$ cat config.mk
export PLATFORM = sky130hd
export DESIGN_NAME = xreg_sw_master_flat
export DESIGN_NICKNAME = d
export VERILOG_FILES = /design/src/rtl/xreg_pkg.sv /design/src/rtl/xreg_sw_master_if.sv /design/src/rtl/xreg_sw_master.sv /design/src/flat_wrapper.sv
export SDC_FILE = /design/constraint.sdc
export NUM_CORES = 1
export LEC_CHECK = 0
export BUFFER_PORTS_ARGS = -buffer_cell sky130_fd_sc_hd__buf_4
export CORE_MARGIN = 2
export CORE_UTILIZATION = 48
export CTS_BUF_LIST = sky130_fd_sc_hd__clkbuf_2 sky130_fd_sc_hd__clkbuf_4 sky130_fd_sc_hd__clkbuf_8
export CTS_CLUSTER_DIAMETER = 30
export DETAILED_ROUTE_END_ITERATION = 16
export PLACE_DENSITY = 0.78
export SLEW_MARGIN = 40
export SYNTH_ARGS = -nofsm -noshare
export SYNTH_HDL_FRONTEND = slang
export SYNTH_SLANG_ARGS = --single-unit
$ cat constraint.sdc
create_clock -name clk -period 2 [get_ports clk]
set_clock_uncertainty 0.2 [all_clocks]
set_input_delay 0.6 -clock clk [delete_from_list [all_inputs] [get_ports clk]]
set_output_delay 0.6 -clock clk [all_outputs]
set_load 0.01 [all_outputs]
$ cat src/rtl/xreg_pkg.sv
// Shared types and helpers for the xregs software-access path.
package xreg_pkg;

    localparam int unsigned XREG_LANE_W     = 4;
    localparam int unsigned XREG_NLANE      = 3;
    localparam int unsigned XREG_MAX_NLANE  = 8;
    localparam int unsigned XREG_MAX_LANE_W = 16;
    localparam int unsigned XREG_MAX_DW     = XREG_MAX_NLANE * XREG_MAX_LANE_W;
    localparam int unsigned XREG_IDX_W      = $clog2(XREG_MAX_DW);
    localparam int unsigned XREG_BE_IDX_W   = $clog2(XREG_MAX_NLANE);

    typedef enum logic [2:0] {
        StIdle,
        StWstb,
        StRstb,
        StRwait,
        StRsp
    } xreg_ms_state_t;

    // Expand per-lane enables into a bit mask: bit (l*lane_w + b) follows be[l].
    // Callers truncate the result to their own data width.
    function automatic logic [XREG_MAX_DW-1:0] xreg_lane_mask(
        input logic [XREG_MAX_NLANE-1:0] be,
        input int unsigned               lane_w
    );
        logic [XREG_MAX_DW-1:0] m;
        logic [XREG_IDX_W-1:0]  idx;
        m = '0;
        for (int unsigned l = 0; l < XREG_MAX_NLANE; l++) begin
            for (int unsigned b = 0; b < XREG_MAX_LANE_W; b++) begin
                if (b < lane_w && (l * lane_w + b) < XREG_MAX_DW) begin
                    idx    = XREG_IDX_W'(l * lane_w + b);
                    m[idx] = be[XREG_BE_IDX_W'(l)];
                end
            end
        end
        return m;
    endfunction

endpackage

$ cat src/rtl/xreg_sw_master_if.sv
// Host request/response channel plus the field-side lane signals of xreg_sw_master.
interface xreg_sw_master_if import xreg_pkg::*; #(
    parameter int unsigned LANE_W = XREG_LANE_W,
    parameter int unsigned NLANE  = XREG_NLANE
);
    localparam int unsigned DW = LANE_W * NLANE;

    logic             req_valid;
    logic             req_ready;
    logic             req_write;
    logic [NLANE-1:0] req_be;
    logic [DW-1:0]    req_wdata;
    logic [NLANE-1:0] sw_rd;
    logic [NLANE-1:0] sw_wr;
    logic [DW-1:0]    sw_wr_data;
    logic [DW-1:0]    fld_rdata;
    logic             rsp_valid;
    logic             rsp_ready;
    logic             rsp_write;
    logic             rsp_err;
    logic [DW-1:0]    rsp_rdata;

    // master: the access initiator itself
    modport master (
        input  req_valid, req_write, req_be, req_wdata, fld_rdata, rsp_ready,
        output req_ready, sw_rd, sw_wr, sw_wr_data, rsp_valid, rsp_write, rsp_err, rsp_rdata
    );

    // slave: host adapter plus field instances
    modport slave (
        output req_valid, req_write, req_be, req_wdata, fld_rdata, rsp_ready,
        input  req_ready, sw_rd, sw_wr, sw_wr_data, rsp_valid, rsp_write, rsp_err, rsp_rdata
    );

endinterface

$ cat src/rtl/xreg_sw_master.sv
// Software-side access initiator: one host request -> one-cycle lane strobe -> one response.
module xreg_sw_master import xreg_pkg::*; #(
    parameter int unsigned LANE_W = XREG_LANE_W,
    parameter int unsigned NLANE  = XREG_NLANE,
    parameter int unsigned RD_LAT = 1
) (
    input logic               clk,
    input logic               sync_rst,
    xreg_sw_master_if.master  bus
);

    localparam int unsigned DW = LANE_W * NLANE;

    xreg_ms_state_t   state_q, state_d;
    logic             write_q, write_d;
    logic [NLANE-1:0] be_q, be_d;
    logic [DW-1:0]    wdata_q, wdata_d;
    logic [DW-1:0]    rdata_q, rdata_d;
    logic [1:0]       cnt_q, cnt_d;
    logic [DW-1:0]    lane_mask;
    logic             sample;

    // Lane mask from the captured enables; disabled lanes read back as zero.
    always_comb begin
        lane_mask = DW'(xreg_lane_mask(XREG_MAX_NLANE'(be_q), LANE_W));
    end

    // Next-state: request capture, strobe sequencing and read-latency countdown.
    always_comb begin
        state_d = state_q;
        write_d = write_q;
        be_d    = be_q;
        wdata_d = wdata_q;
        rdata_d = rdata_q;
        cnt_d   = cnt_q;
        sample  = 1'b0;
        unique case (state_q)
            StIdle: begin
                if (bus.req_valid) begin
                    write_d = bus.req_write;
                    be_d    = bus.req_be;
                    wdata_d = bus.req_wdata;
                    rdata_d = '0;
                    if (bus.req_be == '0) begin
                        state_d = StRsp;
                    end else if (bus.req_write) begin
                        state_d = StWstb;
                    end else begin
                        state_d = StRstb;
                    end
                end
            end
            StWstb: state_d = StRsp;
            StRstb: begin
                if (RD_LAT == 0) begin
                    sample  = 1'b1;
                    state_d = StRsp;
                end else begin
                    cnt_d   = 2'(RD_LAT - 1);
                    state_d = StRwait;
                end
            end
            StRwait: begin
                if (cnt_q == '0) begin
                    sample  = 1'b1;
                    state_d = StRsp;
                end else begin
                    cnt_d = cnt_q - 2'd1;
                end
            end
            StRsp: begin
                if (bus.rsp_ready) begin
                    state_d = StIdle;
                end
            end
            default: state_d = StIdle;
        endcase
        if (sample) begin
            rdata_d = bus.fld_rdata & lane_mask;
        end
    end

    // State register; reset drops any in-flight request.
    always_ff @(posedge clk) begin
        if (sync_rst) begin
            state_q <= StIdle;
            write_q <= 1'b0;
            be_q    <= '0;
            wdata_q <= '0;
            rdata_q <= '0;
            cnt_q   <= '0;
        end else begin
            state_q <= state_d;
            write_q <= write_d;
            be_q    <= be_d;
            wdata_q <= wdata_d;
            rdata_q <= rdata_d;
            cnt_q   <= cnt_d;
        end
    end

    // Outputs decoded from state; everything is zero outside its own state.
    always_comb begin
        bus.req_ready  = (state_q == StIdle);
        bus.sw_wr      = (state_q == StWstb) ? be_q : '0;
        bus.sw_wr_data = (state_q == StWstb) ? wdata_q : '0;
        bus.sw_rd      = (state_q == StRstb) ? be_q : '0;
        bus.rsp_valid  = (state_q == StRsp);
        bus.rsp_write  = (state_q == StRsp) && write_q;
        bus.rsp_err    = (state_q == StRsp) && (be_q == '0);
        bus.rsp_rdata  = (state_q == StRsp) ? rdata_q : '0;
    end

endmodule

$ cat src/flat_wrapper.sv
// flat-port wrapper written by rule: the top's interface ports become plain ports
module xreg_sw_master_flat import xreg_pkg::*;
#(
    parameter int unsigned LANE_W = XREG_LANE_W,
    parameter int unsigned NLANE  = XREG_NLANE,
    parameter int unsigned RD_LAT = 1
)
  (clk, sync_rst, bus_req_valid, bus_req_write, bus_req_be, bus_req_wdata, bus_fld_rdata, bus_rsp_ready, bus_req_ready, bus_sw_rd, bus_sw_wr, bus_sw_wr_data, bus_rsp_valid, bus_rsp_write, bus_rsp_err, bus_rsp_rdata);
  xreg_sw_master_if #(.LANE_W(LANE_W), .NLANE(NLANE)) bus_i ();
  input logic clk;
  input logic sync_rst;
  input wire logic [$bits(bus_i.req_valid)-1:0] bus_req_valid;
  input wire logic [$bits(bus_i.req_write)-1:0] bus_req_write;
  input wire logic [$bits(bus_i.req_be)-1:0] bus_req_be;
  input wire logic [$bits(bus_i.req_wdata)-1:0] bus_req_wdata;
  input wire logic [$bits(bus_i.fld_rdata)-1:0] bus_fld_rdata;
  input wire logic [$bits(bus_i.rsp_ready)-1:0] bus_rsp_ready;
  output wire logic [$bits(bus_i.req_ready)-1:0] bus_req_ready;
  output wire logic [$bits(bus_i.sw_rd)-1:0] bus_sw_rd;
  output wire logic [$bits(bus_i.sw_wr)-1:0] bus_sw_wr;
  output wire logic [$bits(bus_i.sw_wr_data)-1:0] bus_sw_wr_data;
  output wire logic [$bits(bus_i.rsp_valid)-1:0] bus_rsp_valid;
  output wire logic [$bits(bus_i.rsp_write)-1:0] bus_rsp_write;
  output wire logic [$bits(bus_i.rsp_err)-1:0] bus_rsp_err;
  output wire logic [$bits(bus_i.rsp_rdata)-1:0] bus_rsp_rdata;
  assign bus_i.req_valid = bus_req_valid;
  assign bus_i.req_write = bus_req_write;
  assign bus_i.req_be = bus_req_be;
  assign bus_i.req_wdata = bus_req_wdata;
  assign bus_i.fld_rdata = bus_fld_rdata;
  assign bus_i.rsp_ready = bus_rsp_ready;
  assign bus_req_ready = bus_i.req_ready;
  assign bus_sw_rd = bus_i.sw_rd;
  assign bus_sw_wr = bus_i.sw_wr;
  assign bus_sw_wr_data = bus_i.sw_wr_data;
  assign bus_rsp_valid = bus_i.rsp_valid;
  assign bus_rsp_write = bus_i.rsp_write;
  assign bus_rsp_err = bus_i.rsp_err;
  assign bus_rsp_rdata = bus_i.rsp_rdata;
  xreg_sw_master #(.LANE_W(LANE_W), .NLANE(NLANE), .RD_LAT(RD_LAT)) u_core (.clk(clk), .sync_rst(sync_rst), .bus(bus_i));
endmodule
==> run summary <==
Status - finished with violations
Violated checks - negative setup slack
Synth top area share - 44.0%
Netlist cell types - 30
Final non-filler cell total - 281
Vias in the first global route - 1477
Final wirelength - 4090 µm
Overall power - 1.38 mW
Delay-heaviest family, CP - flip-flops
Max_cap viols - 0
Reg2reg setup slack - 220 ps
FF-to-FF End - u_core.rdata_q[7]
Final Hold Fails - 0
CP max FO - 8
Type of the tightest min-delay check - reg2reg
Layout fillers - 208
Largest net degree at the start of global routing - 17
Syn Area/Cell - 8.64 µm²
Worst r2r src - u_core.cnt_q[0]
RSZ-0062 raised after global routing - true
Root Driver - clkbuf_4
Worst Path Buf+Inv - 2
Vias/cell - 5.47
Post-synth top area cell - dfxtp_1
Max Clock Freq - 461 MHz
Clock Sinks - 33
Worst-case reg-to-reg path depth - 5
Synth area leaders - dfxtp_1 44%, and2_1 12%, nand2_1 8.2%
Fin crit period - 2170 ps
DR iter-0 viols - 40
Die area - 0.00359 mm²
Mapped Cells - 174
Die width - 60.0 µm
CP Cell Sequence - nor3b_4, buf_6, and2_4, buf_6
CTS max path bufs - 2
Final setup viols - 34
Area grow syn2layout - 53.0%
FP Rows - 20
Later-pin clock latency in the skew report - 330 ps
Max stage delay on crit path - 390 ps
H-tree levels - 2
Tot GR Track Use - 24.1%
Worst slew pin tran - 498 ps
Max_slew headroom - 66.7%
Clock slew at reported path FFs - 100 ps
Placed Instances - 271
CP most frequent cell - buf_6
Pins Over Slew Limit - 0
Arr. time, crit path - 1370 ps
Power Dens Cells - 603 mW/mm²
Hpwl dp - 2890 µm
Fin nets - 280
Hold Crit Depth - 2
DRC Markers - 0
Post-Syn Area - 0.00150 mm²
Slowest cell on crit path - dfxtp_4
FF+latch count, synth - 33
Period utilization - 108%
Min-delay src - u_core.wdata_q[4]
CTS tree - yes
Vias - 1536
ANT cells - 0
Gr ovfl total - 0
Leakage - 1.03 nW
Sequential-to-total area share from yosys stat - 44.0%
Core Region - 0.00300 mm²
First-pass GRT wire length - 6400 µm
I/O pin total - 66
Critical Path Source Type - flip-flop
Gpl congestion - 0.807
Yosys warns - 0
Drt pass-1 iters - 4
CTS Buf Count - 5
Initial antenna violation count - 0
WL per Instance - 14.6 µm
IO buf count - 65
Mapped Nets - 207
Detail Route Antenna Nets - 0
# hold bufs at CTS - 0
Layout cells sized above 1 - 46.4%
Die H - 60.0 µm
Final Util - 76.5%
Critical path required time - 1200 ps
Register area - 672 µm²
Multi-input logic area - 870 µm²
CP Capture Type - primary output
Hold EP - u_core.wdata_q[4]
Peak supply drop - 0.420 mV
Crit path kind - reg2out
Min setup slack post-route - -167 ps
Initial core utilization - 50.0%
cell usage in the layout (no fill, tap or decap), drive strengths merged:
cell     count
a2111oi      1
a21oi       20
a22o        12
and2        29
and3         5
and4b        1
buf         77
clkbuf       6
clkinv       2
dfxtp       33
ha           1
inv          2
nand2       33
nand2b       2
nand3b       1
nor2         2
nor3         4
nor3b        4
nor4         2
nor4b        2
o21ai        2
o21bai       1
o31ai        1
or2          1
or4          3
or4b         1
power breakdown:
part / total, mW / switching [mW] / internal, mW
clock network: 0.369 / 0.222 / 0.147
logic: 0.296 / 0.148 / 0.147
registers: 0.720 / 0.0303 / 0.690
flip-flops by register name (all words and copies together) (netlist names):
signal	cells
u_core.write_q	1
u_core.be_q	3
u_core.state_q	3
u_core.cnt_q	2
u_core.rdata_q	12
u_core.wdata_q	12
worst reg2reg max path: stages (launching register included):
cell,delay [ps]
dfxtp_1,350
inv_1,50
ha_1,210
and4b_1,240
nor3_4,450
a22o_1,230
repair_timing:
| item | CTS | global route |
|---|---|---|
| cloned | 0 | 1 |
| endpoints found under the setup margin | 34 | 46 |
| setup buffers | 1 | 0 |
| pin swaps | 2 | 12 |
| gates resized for setup | 17 | 36 |
worst max-delay path by stage:
stage / start / endpoint / slack [ps] / cells after the start
2_1_floorplan: u_core.state_q[1] / bus_rsp_rdata[10] / 30 / 4
3_3_place_gp: bus_req_valid / u_core.rdata_q[6] / 120 / 4
3_5_place_dp: bus_req_valid / u_core.rdata_q[7] / 40 / 4
4_1_cts: u_core.state_q[2] / bus_rsp_rdata[8] / -180 / 4
5_1_grt: u_core.state_q[2] / bus_rsp_rdata[8] / -250 / 4
6_report: u_core.state_q[0] / bus_sw_wr_data[6] / -170 / 4
stage by stage:
step           hold WS (ps)  setup slack [ps]  area [µm²]  setup TNS, ps
2_1_floorplan           232              29.5        1510              0
3_3_place_gp            239               120        2050              0
3_5_place_dp            242              36.8        2050              0
4_1_cts                 256              -181        2170          -4640
5_1_grt                 258              -246        2300          -7130
6_report                263              -167        2300          -4690
synthesized netlist by cell type:
cell       count
a2111oi_1      1
a21oi_1       20
a22o_1        12
and2_1        29
and3_1         5
and4b_1        1
buf_2          5
buf_4          1
buf_6          1
clkbuf_1       4
dfxtp_1       33
ha_1           1
inv_1          2
nand2_1       33
nand2b_1       2
nand3b_1       1
nor2_1         2
nor3_1         3
nor3_2         1
nor3b_1        2
nor3b_2        2
nor4_1         2
nor4b_1        1
nor4b_4        1
o21ai_1        2
o21bai_1       1
o31ai_1        1
or2_1          1
or4_1          3
or4b_1         1
area by class of cell:
type | count | share of cell area (%)
Timing Repair Buffer | 77 | 28.4
Clock inverter | 2 | 0.435
Multi-Input combinational cell | 128 | 37.8
Inverter | 2 | 0.327
Sequential cell | 33 | 29.2
Clock buffer | 6 | 1.96
Tap cell | 33 | 1.80
metal layers:
layer  wire length [µm]  vias to the layer above  GRT usage [%]
met5                  0                        -              0
met4                113                        0           10.8
met3                268                       11           8.01
met2               2040                       57           39.6
met1               1660                      718           28.4
li1                   -                      750              -
kinds of logic (layout without fill, tap and decap cells):
group	count (synthesis)	in the layout	synth area share, %
adder cells (fa/ha/maj)	1	1	0.833
AND/OR/NAND/NOR	90	90	34.8
AO/OA/AOI/OAI	37	37	16.0
flip-flops	33	33	44.0
buffers and inverters	13	87	4.41
Power figures use the tool's default switching activity.
